### src/rtl/fft_result_streamer_if.sv
// Valid/ready stream carrying one FFT bin per beat, with its bin index and frame-end marker.
interface fft_result_streamer_if #(
    parameter int DATA_WIDTH = 16,
    parameter int IDX_WIDTH  = 5
);
    logic                  out_valid;
    logic                  out_ready;
    logic [DATA_WIDTH-1:0] out_real;
    logic [DATA_WIDTH-1:0] out_imag;
    logic [IDX_WIDTH-1:0]  out_index;
    logic                  out_last;

    modport master (
        output out_valid, out_real, out_imag, out_index, out_last,
        input  out_ready
    );

    modport slave (
        input  out_valid, out_real, out_imag, out_index, out_last,
        output out_ready
    );
endinterface

### src/rtl/fft_result_streamer.sv
// Snapshots one FFT result frame and drains it one bin per beat over a valid/ready stream;
// frames arriving mid-drain are dropped and counted.
//
// state | meaning
// IDLE  | no frame held, waiting for result_valid
// DRAIN | snapshot held, presenting bins to the consumer
module fft_result_streamer #(
    parameter int DATA_WIDTH  = 16,
    parameter int N_POINTS    = 32,
    parameter int BIT_REVERSE = 0,
    parameter int CNT_WIDTH   = 8
) (
    input  logic                           clk,
    input  logic                           reset,
    input  logic                           result_valid,
    input  logic [N_POINTS*DATA_WIDTH-1:0] fft_real_flat,
    input  logic [N_POINTS*DATA_WIDTH-1:0] fft_imag_flat,
    fft_result_streamer_if.master          out_stream,
    output logic                           busy,
    output logic [CNT_WIDTH-1:0]           drop_count
);
    localparam int IDX_WIDTH = $clog2(N_POINTS);

    typedef enum logic {
        IDLE  = 1'b0,
        DRAIN = 1'b1
    } state_t;

    state_t                state, state_nxt;
    logic [IDX_WIDTH-1:0]  cnt, cnt_nxt, bin;
    logic                  capture, drop, xfer, at_last;
    logic [DATA_WIDTH-1:0] snap_real [N_POINTS];
    logic [DATA_WIDTH-1:0] snap_imag [N_POINTS];

    function automatic logic [IDX_WIDTH-1:0] bit_rev(input logic [IDX_WIDTH-1:0] v);
        logic [IDX_WIDTH-1:0] r;
        for (int i = 0; i < IDX_WIDTH; i++) begin
            r[i] = v[IDX_WIDTH-1-i];
        end
        return r;
    endfunction

    assign bin     = (BIT_REVERSE != 0) ? bit_rev(cnt) : cnt;
    assign at_last = (state == DRAIN) && (cnt == IDX_WIDTH'(N_POINTS - 1));
    assign xfer    = (state == DRAIN) && out_stream.out_ready;

    always_ff @(posedge clk or negedge reset) begin
        if (!reset) begin
            state <= IDLE;
            cnt   <= '0;
        end else begin
            state <= state_nxt;
            cnt   <= cnt_nxt;
        end
    end

    always_comb begin
        state_nxt = state;
        cnt_nxt   = cnt;
        capture   = 1'b0;
        drop      = 1'b0;
        case (state)
            IDLE: begin
                if (result_valid) begin
                    capture   = 1'b1;
                    cnt_nxt   = '0;
                    state_nxt = DRAIN;
                end
            end
            DRAIN: begin
                if (xfer && at_last) begin
                    // a frame landing on the final transfer is taken back-to-back
                    cnt_nxt = '0;
                    if (result_valid) begin
                        capture = 1'b1;
                    end else begin
                        state_nxt = IDLE;
                    end
                end else begin
                    if (xfer) begin
                        cnt_nxt = cnt + IDX_WIDTH'(1);
                    end
                    if (result_valid) begin
                        drop = 1'b1;
                    end
                end
            end
        endcase
    end

    // snapshot contents are don't-care after reset, so no reset branch here
    always_ff @(posedge clk) begin
        if (capture) begin
            for (int k = 0; k < N_POINTS; k++) begin
                snap_real[k] <= fft_real_flat[k*DATA_WIDTH +: DATA_WIDTH];
                snap_imag[k] <= fft_imag_flat[k*DATA_WIDTH +: DATA_WIDTH];
            end
        end
    end

    always_ff @(posedge clk or negedge reset) begin
        if (!reset) begin
            drop_count <= '0;
        end else if (drop && (drop_count != {CNT_WIDTH{1'b1}})) begin
            drop_count <= drop_count + CNT_WIDTH'(1);
        end
    end

    // data is gated in IDLE so outputs read zero out of reset
    assign out_stream.out_valid = (state == DRAIN);
    assign out_stream.out_last  = at_last;
    assign out_stream.out_index = (state == DRAIN) ? bin : '0;
    assign out_stream.out_real  = (state == DRAIN) ? snap_real[bin] : '0;
    assign out_stream.out_imag  = (state == DRAIN) ? snap_imag[bin] : '0;
    assign busy                 = (state == DRAIN);
endmodule

### src/flat_wrapper.sv
// flat-port wrapper written by rule: the top's interface ports become plain ports
module fft_result_streamer_flat 
#(
    parameter int DATA_WIDTH  = 16,
    parameter int N_POINTS    = 32,
    parameter int BIT_REVERSE = 0,
    parameter int CNT_WIDTH   = 8
)
  (clk, reset, result_valid, fft_real_flat, fft_imag_flat, busy, drop_count, out_stream_out_valid, out_stream_out_real, out_stream_out_imag, out_stream_out_index, out_stream_out_last, out_stream_out_ready);
  fft_result_streamer_if #(.DATA_WIDTH(DATA_WIDTH), .IDX_WIDTH((5))) out_stream_i ();
  input  logic clk;
  input  logic reset;
  input  logic result_valid;
  input  logic [N_POINTS*DATA_WIDTH-1:0] fft_real_flat;
  input  logic [N_POINTS*DATA_WIDTH-1:0] fft_imag_flat;
  output logic busy;
  output logic [CNT_WIDTH-1:0] drop_count;
  output wire logic [$bits(out_stream_i.out_valid)-1:0] out_stream_out_valid;
  output wire logic [$bits(out_stream_i.out_real)-1:0] out_stream_out_real;
  output wire logic [$bits(out_stream_i.out_imag)-1:0] out_stream_out_imag;
  output wire logic [$bits(out_stream_i.out_index)-1:0] out_stream_out_index;
  output wire logic [$bits(out_stream_i.out_last)-1:0] out_stream_out_last;
  input wire logic [$bits(out_stream_i.out_ready)-1:0] out_stream_out_ready;
  assign out_stream_out_valid = out_stream_i.out_valid;
  assign out_stream_out_real = out_stream_i.out_real;
  assign out_stream_out_imag = out_stream_i.out_imag;
  assign out_stream_out_index = out_stream_i.out_index;
  assign out_stream_out_last = out_stream_i.out_last;
  assign out_stream_i.out_ready = out_stream_out_ready;
  fft_result_streamer #(.DATA_WIDTH(DATA_WIDTH), .N_POINTS(N_POINTS), .BIT_REVERSE(BIT_REVERSE), .CNT_WIDTH(CNT_WIDTH)) u_core (.clk(clk), .reset(reset), .result_valid(result_valid), .fft_real_flat(fft_real_flat), .fft_imag_flat(fft_imag_flat), .out_stream(out_stream_i), .busy(busy), .drop_count(drop_count));
endmodule
### config.mk
export PLATFORM = sky130hd
export DESIGN_NAME = fft_result_streamer_flat
export DESIGN_NICKNAME = d
export VERILOG_FILES = /design/src/rtl/fft_result_streamer_if.sv /design/src/rtl/fft_result_streamer.sv /design/src/flat_wrapper.sv
export SDC_FILE = /design/constraint.sdc
export NUM_CORES = 1
export LEC_CHECK = 0
export BUFFER_PORTS_ARGS = -buffer_cell sky130_fd_sc_hd__buf_2
export CAP_MARGIN = 0
export CORE_AREA = 4 4 422 424
export CTS_CLUSTER_DIAMETER = 200
export CTS_CLUSTER_SIZE = 28
export DETAILED_ROUTE_END_ITERATION = 6
export DIE_AREA = 0 0 426 428
export MAX_ROUTING_LAYER = met4
export PLACE_DENSITY = 0.4
export SLEW_MARGIN = 10
export SYNTH_ARGS = -nofsm -noshare
export SYNTH_HDL_FRONTEND = slang
export SYNTH_SLANG_ARGS = --single-unit
### constraint.sdc
create_clock -name clk -period 58.3 [get_ports clk]
set_clock_uncertainty 0.15 [all_clocks]
set_input_delay 11.66 -clock clk [delete_from_list [all_inputs] [get_ports clk]]
set_output_delay 11.66 -clock clk [all_outputs]
set_load 0.005 [all_outputs]
After elaboration in Yosys (flattened, before gate mapping)
Memory sizes are Yosys's and may differ from the RTL's.
Index checks and enable logic that the tools add are counted.
{"block": "totals", "mem_bits_rw": 1024, "n_memories": 2, "reg_bits": 14, "out_inout_bits": 48, "in_bits": 1028, "wordCells": 33}
{"block": "op_classes", "n_bitwise": 1, "addsub": 2, "n_reduce_logical": 5, "n_eq_ne": 4, "n_mux": 16}
{"name": "u_core.snap_imag", "words": 32, "width": 16, "read_ports": 1, "rd_clocked_by_memory_dff": 0, "write_ports": 32, "line_no": "fft_result_streamer.sv:33", "source": "logic [DATA_WIDTH-1:0] snap_imag [N_POINTS];"}
{"name": "u_core.snap_real", "words": 32, "width": 16, "read_ports": 1, "rd_clocked_by_memory_dff": 0, "write_ports": 32, "line_no": "fft_result_streamer.sv:32", "source": "logic [DATA_WIDTH-1:0] snap_real [N_POINTS];"}
{"op": "2-to-1 mux 16 bit", "count": 2}
{"op": "2-to-1 mux 5 bit", "count": 4}
{"op": "one-hot mux 5 bit (2 select lines)", "count": 1}
{"op": "adder 8 x 1 -> 8 bit, second input constant", "count": 1}
{"op": "inequality test 8 bit, second input constant", "count": 1}
{"op": "2-to-1 mux 1 bit", "count": 7}
{"op": "adder 5 x 1 -> 5 bit, second input constant", "count": 1}
{"op": "equality test 5 bit, second input constant", "count": 1}
{"op": "logical AND 1 bit", "count": 4}
{"op": "one-hot mux 1 bit (2 select lines)", "count": 2}
{"op": "inequality test 3 bit, second input constant", "count": 1}
{"op": "inequality test 2 bit, second input constant", "count": 1}
{"op": "AND reduction 2 bit", "count": 1}
{"op": "NOT 1 bit", "count": 1}

Longest topological paths before layout
Gate-level depths: netlist (run 1).
{"block": "depth", "word_depth": 7, "depth_mapped": 9, "ltp_nobuf": 7}

Worst setup path before layout (run 1)
Ideal clock, no wire load.
{"block": "synth_timing", "path_kind": "input -> register", "start": "input port result_valid", "end": "memory u_core.snap_imag[0][0] (enable)", "required_time_ns": 55.598, "setup_time_ns": 2.552, "cell_stages": 2, "path_buffers": 1, "path_slack_ns": -0.985, "arrival_ns": 56.584, "cell_sequence": "buf_1 nor2b_1"}
{"item": "from (decl)", "line_no": "flat_wrapper.sv:13", "source": "input logic result_valid;"}
{"item": "to (decl)", "line_no": "fft_result_streamer.sv:33"}

Worst setup path after layout (run 1)
{"block": "layout_timing", "start": "register u_core.cnt[0] (netlist: u_core.bin[0])", "end": "output port out_stream_out_real[2]"}
{"block": "layout_via", "elab_chain_len": 2}
{"item": "from (decl)", "line_no": "fft_result_streamer.sv:30", "source": "logic [IDX_WIDTH-1:0] cnt, cnt_nxt, bin;"}
{"item": "from (signal assigned)", "line_no": "fft_result_streamer.sv:53", "source": "cnt <= cnt_nxt;"}
{"item": "memory read (32 x 16 bit)"}
{"item": "2-to-1 mux 16 bit", "line_no": "fft_result_streamer.sv:113", "source": "assign out_stream.out_real = (state == DRAIN) ? snap_real[bin] : '0;"}
{"item": "to (decl)", "line_no": "flat_wrapper.sv:19", "source": "output wire logic [$bits(out_stream_i.out_real)-1:0] out_stream_out_real;"}
Every way passes these cells.

==> results of run 1 <==
==> sequential cells by signal, indices dropped and copies added (netlist names) <==
name               count
u_core.bin             5
u_core.busy            1
u_core.snap_real     512
u_core.drop_count      8
u_core.snap_imag     512
==> final timing paths <==
kind	cells past startpoint	slack [ns]	from	endpoint
min in group asynchronous	1	10.72	reset	u_core.bin[2]
max in group asynchronous	1	46.98	reset	u_core.bin[1]
setup / recovery	9	41.15	u_core.bin[0]	out_stream_out_real[2]
setup reg to reg	10	50.70	u_core.bin[1]	u_core.snap_imag[17][0]
hold reg to reg	1	0.35	u_core.drop_count[6]	u_core.drop_count[6]
hold / removal	1	0.35	u_core.drop_count[6]	u_core.drop_count[6]
==> per-stage QoR <==
step	cell area, µm²	setup WS [ns]
2_1_floorplan	39500	18.75
3_3_place_gp	47700	41.07
3_5_place_dp	47700	41.03
4_1_cts	48900	40.96
5_1_grt	49000	40.81
6_report	49000	41.15
==> routing by layer <==
layer | GRT usage (%) | up-vias | wire length [µm]
li1 | - | 9664 | -
met1 | 21.5 | 11800 | 65600
met2 | 32.8 | 1022 | 87900
met3 | 2.94 | 410 | 8910
met4 | 3.26 | 0 | 5260
met5 | - | - | 0
==> power groups by stage <==
stage          sequential [mW]  clock (mW)  combinational [mW]
2_1_floorplan            0.858           0               0.209
3_3_place_gp             0.862           0               0.507
3_5_place_dp             0.862           0               0.506
4_1_cts                  0.845       0.403               0.507
5_1_grt                  0.846       0.426               0.517
6_report                 0.845       0.385               0.481
==> cell usage in the layout (no fill, tap or decap), drive strengths merged, types with 5 or more instances in the layout <==
master and count:
nand2 13, a22o 64, mux2i 131, mux4 192
o22ai 34, a31oi 32, buf 1118, edfxtp 1024
diode 54, clkbuf 54, nor2 5, and2 7
a22oi 65, dfrtp 14, a221oi 32, nor2b 5
==> worst register-to-register path, cell delays in order, from the launching register on <==
cell	delay (ns)
dfrtp_4	0.87
buf_12	0.38
ha_1	0.31
and3_1	0.17
ha_1	0.31
a21boi_0	0.29
nor2b_4	0.92
buf_12	0.58
buf_4	1.34
buf_12	0.65
buf_4	1.19
==> cell families (layout without fill, tap and decap cells) <==
kind of cell / count (synthesis) / count (layout)
muxes: 323 / 323
DFF: 1038 / 1038
other: 0 / 54
and+or+nand+nor: 44 / 44
AOI/OAI and AO/OA: 237 / 237
xor gates and xnor gates: 7 / 7
adders and majority gates: 3 / 3
buffers and inverters: 113 / 1177
==> cell type report <==
cell class                      instances  area, µm²
Antenna cell                           54        135
Fill cell                           17600     125000
Clock buffer                           54       1160
Inverter                                3       11.3
Sequential cell                      1038      31100
Tap cell                             2325       2910
Timing Repair Buffer                 1118       5800
Multi-Input combinational cell        614       7860
Clock inverter                          2       50.0
==> impl_summary.txt, run 1 <==
----------------------------------------------------
[Synth]
  Share of synthesized cell area in full adder, half adder and majority cells ... 0.0950%
  Share of synthesized registers carrying an async set or reset ... 1.35%
  Leading register cell type out of synthesis ... edfxtp_1
  Portion of the post-synthesis area used by sequential elements ... 78.7%
  Largest family of logic cells by synthesized area ... multiplexers
  Dominant cell by count in the synthesized netlist ... edfxtp_1
  Compound-cell area share of the yosys netlist ... 4.60%
  Average cell area after synthesis ... 22.4 µm²
  Number of enable flip-flop cells after synthesis ... 1,024
  Mapped cell area ... 0.0395 mm²
  Cell type with the highest aggregate area in the netlist ... edfxtp_1
  Synthesis Warnings ... 0
  Post-synthesis share of cell area spent on xor and xnor gates ... 0.155%
  Post-synthesis cell type count ... 38
  Simple logic cell fraction of the synthesized area ... 0.576%
  Mapped Nets ... 2,796
  Synth top cells by count ... edfxtp_1, mux4_2, mux2i_1
  Share of cell area taken by muxes after synthesis ... 14.3%
  Share of the synthesized area in the top cell type ... 77.8%
  Cells after Synth ... 1,765
  Leading post-synthesis cells by cell area ... edfxtp_1, mux4_2, mux2i_1
  Post-synthesis register bit count ... 1,038

[Global route]
  Number of global-route vias before repair ... 23,600
  Pin count of the biggest net entering global routing ... 171
  Remaining Overflow, GRT ... 0
  Number of antenna violations at the first check in global routing ... 220
  Overall fraction of global-route tracks in use ... 18.2%
  First-pass GRT wire length ... 217 mm

[Clock network]
  Number of gates resized after cts ... 0
  Clk Tree Root Cell ... clkbuf_16
  Number of setup buffers added after CTS ... 0
  Cts bufs inserted ... 43
  # H-tree levels ... 2
  Clock slew at reported path FFs ... 0.12 ns
  CTS Hold Bufs ... 0
  Clock latency at the later pin of the worst-skew pair ... 0.68 ns
  CTS tree ... yes
  CTS Sinks ... 1,038
  Number of buffers on the longest clock path ... 3

[Power and ir drop]
  Share of total power in the clock network ... 22.5%
  Combinational fraction of design power ... 28.1%
  Fraction of power spent switching nets ... 33.3%
  Leak Pwr ... 17.2 nW
  Max VDD drop ... 0.0252 mV
  Total Power ... 1.71 mW
  Pint ... 1.14 mW
  Reg power frac ... 49.4%
  Switching pwr ... 0.570 mW
  Cell area power density ... 34.9 mW/mm²

[Run status]
  Run status ... finished, final reports clean

[Setup path]
  Slowest stage cell on the critical path ... dfrtp_4
  Worst-path fanout max ... 89
  Worst Setup Start Kind ... flip-flop
  Crit path cell chain ... buf_12 > buf_12 > buf_4 > mux4_2 > a22o_1 > a31oi_1 > buf_4 > o22ai_1 > buf_2
  Arrival time worst endpoint ... 5.34 ns
  Worst path required time ... 46.49 ns
  WS Path Type ... flip-flop to output port
  Crit-path max cell delay ... 0.74 ns
  Count of buffering cells on the critical path with inverters included ... 5
  Cell family with most CP delay ... buffers and inverters
  Category of the worst setup path capture point ... output port

[Layout]
  Share of post-route cells with drive strength above 1 ... 48.6%
  Final Core Density ... 28.2%
  Area grow syn2layout ... 24.1%
  Final standard cell count with taps included and fillers excluded ... 5,208
  Final net count ... 3,849

[Detailed routing]
  Wire length after detailed routing ... 168 mm
  Length of the first detailed-routing pass in iterations ... 7
  DRT antenna net count ... 0
  Routed length per placed instance ... 32.2 µm
  Number of DRC markers in iteration 0 ... 2,193
  Via count of the routed design ... 22,900
  DRC violations left ... 0
  Vias per cell ... 4.40

[Floorplan]
  # IOs ... 1,076
  Placeable core region ... 0.174 mm²
  Starting density of the core ... 22.7%
  Die Ht ... 428 µm
  Die ar. ... 0.182 mm²
  Number of placement rows ... 153
  Die X-Extent ... 426 µm

[Flow run]
  # Max-Cap Violations ... 0

[STA]
  Fin Setup TNS ... 0 ns
  Number of hold-slack violations in the final timing report ... 0
  Final setup violation count ... 0
  Worst Max-Slew Pin Slew ... 1.23 ns
  Maximum clock frequency ... 0.0583 GHz
  WHS ... 0.353 ns
  Slew Viols, Final ... 0
  Max-slew headroom ... 18.2%
  Setup repair after global routing missed its margin ... false
  Share of the clock period used by the worst path ... 29.4%
  Final critical-path required period ... 17.15 ns

[Place]
  Estimated wirelength of the detail-placed design ... 130 mm
  Port Buffers ... 1,075
  Last weighted congestion value of the routability-driven placer ... 0.825
  Placed cells ... 5,098

[Min path]
  Classification of the worst-slack hold path ... flip-flop to flip-flop

----------------------------------------------------
Note: power is estimated with default switching activity, not from simulation.
==> run 2: changes to the inputs <==
- ABC_AREA: default -> 1
- CORE_AREA: 4 4 422 424 -> 4 4 413 415
- DIE_AREA: 0 0 426 428 -> 0 0 417 419
- PLACE_DENSITY: 0.4 -> 0.47
- clock period: 58.3 -> 14.5 ns (I/O delays scaled with it)
==> run 2 against run 1 <==
Effect of this change:
- the flow now finishes with violations (DRC)
- synthesized cell count rose to 2.6 times the previous value
- die area fell by 4.2%
- cell count rose by 49%
- combinational power rose to 6.3 times the previous value
- via count rose by 48%
- non-clock buffer count fell by 7
- critical path depth rose by 3
- sequential power rose to 4.2 times the previous value
- design area rose by 10%
- global-route usage rose by 2.8 points
- setup slack got worse by 35 ns
- critical path type unchanged
- largest power group unchanged
==> impl_summary.txt, run 2 <==
----------------------------------------------------
[Floorplan]
  Starting density of the core ... 27.1%
  Die Ht ... 419 µm
  Die X-Extent ... 417 µm
  Placeable core region ... 0.167 mm²
  Die ar. ... 0.175 mm²
  # IOs ... 1,076
  Number of placement rows ... 150

[Detailed routing]
  Routed length per placed instance ... 24.1 µm
  Vias per cell ... 4.39
  Length of the first detailed-routing pass in iterations ... 7
  DRC violations left ... 5
  DRT antenna net count ... 0
  Number of DRC markers in iteration 0 ... 3,012
  Via count of the routed design ... 34,000
  Wire length after detailed routing ... 187 mm

[Clock network]
  Number of gates resized after cts ... 0
  Clk Tree Root Cell ... clkbuf_16
  CTS Sinks ... 1,038
  CTS tree ... yes
  Cts bufs inserted ... 43
  Clock slew at reported path FFs ... 0.14 ns
  Clock latency at the later pin of the worst-skew pair ... 0.68 ns
  # H-tree levels ... 2
  Number of buffers on the longest clock path ... 3
  Number of setup buffers added after CTS ... 0
  CTS Hold Bufs ... 0

[Place]
  Estimated wirelength of the detail-placed design ... 138 mm
  Last weighted congestion value of the routability-driven placer ... 0.874
  Placed cells ... 7,609
  Port Buffers ... 1,075

[Setup path]
  Worst path required time ... 11.45 ns
  Reg-to-reg critical path endpoint ... u_core.snap_imag[26][6]
  Worst reg2reg setup slack ... 8.63 ns
  Worst Setup Start Kind ... flip-flop
  Crit path cell chain ... inv_8 > buf_4 > buf_4 > nand2_1 > nand2_1 > nand2_1 > nand3_1 > nand3_1 > nand2_1 > nand2_1 > nand2_1 > buf_2
  Cell family with most CP delay ... buffers and inverters
  Arrival time worst endpoint ... 5.50 ns
  Most repeated library cell on the critical path ... nand2_1
  Worst-path fanout max ... 147
  WS Path Type ... flip-flop to output port
  Number of cells on the worst reg-to-reg path ... 10
  Crit-path max cell delay ... 0.90 ns
  Reg-to-Reg Start ... u_core.bin[1]
  Category of the worst setup path capture point ... output port
  Count of buffering cells on the critical path with inverters included ... 4
  Startpoint of the worst setup timing path ... u_core.bin[0]
  Slowest stage cell on the critical path ... buf_4

[Min path]
  Startpoint of the worst hold path ... u_core.drop_count[6]
  Classification of the worst-slack hold path ... flip-flop to flip-flop
  Instance count along the most critical hold path ... 1
  Worst hold path endpoint ... u_core.drop_count[6]

[Layout]
  Most common cell after layout, fill and taps aside ... nand2_1
  Fillcell total ... 17,600
  Area grow syn2layout ... 19.8%
  Largest registers ... u_core.snap_imag: 512 flops, u_core.snap_real: 512 flops, u_core.drop_count: 8 flops
  Commonest non-fill, non-tap cells in the layout ... nand2_1, buf_2, edfxtp_1, inv_1, nand3_1
  Final standard cell count with taps included and fillers excluded ... 7,734
  Share of post-route cells with drive strength above 1 ... 21.5%
  Final net count ... 6,481

[Power and ir drop]
  Combinational fraction of design power ... 37.4%
  Leak Pwr ... 24.7 nW
  Cell area power density ... 150 mW/mm²
  Reg power frac ... 43.4%
  Max VDD drop ... 0.109 mV
  Pint ... 4.75 mW
  Fraction of power spent switching nets ... 41.3%
  Total Power ... 8.08 mW
  Switching pwr ... 3.34 mW
  Share of total power in the clock network ... 19.2%

[STA]
  Maximum clock frequency ... 0.117 GHz
  Fin Setup TNS ... 0 ns
  Share of the clock period used by the worst path ... 59.0%
  Final critical-path required period ... 8.55 ns
  Setup repair after global routing missed its margin ... false
  WHS ... 0.353 ns
  Slew Viols, Final ... 0
  Number of hold-slack violations in the final timing report ... 0
  Final setup violation count ... 0
  Worst Max-Slew Pin Slew ... 1.23 ns
  Max-slew headroom ... 17.9%

[Synth]
  Dominant cell by count in the synthesized netlist ... nand2_1
  Portion of the post-synthesis area used by sequential elements ... 68.9%
  Mapped Nets ... 5,537
  Synth top cells by count ... nand2_1, edfxtp_1, inv_1
  Synthesis Warnings ... 0
  Average cell area after synthesis ... 10.0 µm²
  Number of enable flip-flop cells after synthesis ... 1,024
  Leading register cell type out of synthesis ... edfxtp_1
  Post-synthesis cell type count ... 22
  Cell type with the highest aggregate area in the netlist ... edfxtp_1
  Share of the synthesized area in the top cell type ... 68.1%
  Post-synthesis register bit count ... 1,038
  Share of synthesized registers carrying an async set or reset ... 1.35%
  Cells after Synth ... 4,506
  Leading post-synthesis cells by cell area ... edfxtp_1, nand2_1, inv_1
  Mapped cell area ... 0.0451 mm²

[Flow run]
  # Max-Cap Violations ... 0

[Global route]
  Number of antenna violations at the first check in global routing ... 154
  Overall fraction of global-route tracks in use ... 20.9%
  First-pass GRT wire length ... 249 mm
  Pin count of the biggest net entering global routing ... 191
  Number of global-route vias before repair ... 32,500
  Remaining Overflow, GRT ... 0

[Run status]
  Run status ... complete, but fails checks
  Violated checks ... DRC

----------------------------------------------------
## run 2: stage by stage
step           setup slack (ns)  instance area, µm²  util, %
6_report                   5.95               54100     32.4
5_1_grt                    5.46               54000     32.4
4_1_cts                    5.62               53900     32.3
3_5_place_dp               6.45               52700     31.6
3_3_place_gp               6.43               52700     31.6
2_1_floorplan             -4.14               45100        -
## run 2: power by group through the flow
stage | Combinational (mW) | Sequential (mW) | Clock [mW]
2_1_floorplan | 1.62 | 3.54 | 0
3_3_place_gp | 3.14 | 3.58 | 0
3_5_place_dp | 3.15 | 3.58 | 0
4_1_cts | 3.16 | 3.51 | 1.62
5_1_grt | 3.36 | 3.52 | 1.71
6_report | 3.02 | 3.51 | 1.56
## run 2: final cells by class
| type | count | area, µm² | area share [%] |
|---|---|---|---|
| flip-flops and latches | 1038 | 31100 | 57.6 |
| multi-input cells | 2403 | 9870 | 18.3 |
| repair buffers | 1111 | 5730 | 10.6 |
| inverters | 853 | 3220 | 5.96 |
| well taps | 2204 | 2760 | 5.10 |
| clock buffers | 59 | 1160 | 2.14 |
| diodes | 63 | 158 | 0.292 |
| clock inverters | 3 | 55.1 | 0.102 |
## run 2: routing by layer
| metal | share of wire, % | vias to the layer above | track usage (%) |
|---|---|---|---|
| li1 | - | 16100 | - |
| met1 | 41 | 16300 | 25.4 |
| met2 | 51 | 1268 | 36.6 |
| met3 | 5.2 | 326 | 2.83 |
| met4 | 3.2 | 0 | 5.85 |
| met5 | 0 | - | - |
## run 2: how the worst max path moves through the flow
stage / to / slack [ns] / depth (start not counted)
3_3_place_gp: out_stream_out_real[0] / 6.43 / 12
2_1_floorplan: u_core.snap_imag[0][0] / -4.14 / 2
4_1_cts: out_stream_out_real[0] / 5.62 / 12
5_1_grt: out_stream_out_real[0] / 5.46 / 12
6_report: out_stream_out_real[0] / 5.95 / 12
3_5_place_dp: out_stream_out_real[0] / 6.45 / 12
## run 2: kinds of logic after synthesis
kind of cell	Yosys count	share of synthesized area (%)
compound gates	8	0.0887
simple gates	2385	21.5
flops	1038	68.9
buf+inv	1065	9.28
xor+xnor	7	0.136
fa+ha+maj	3	0.0832
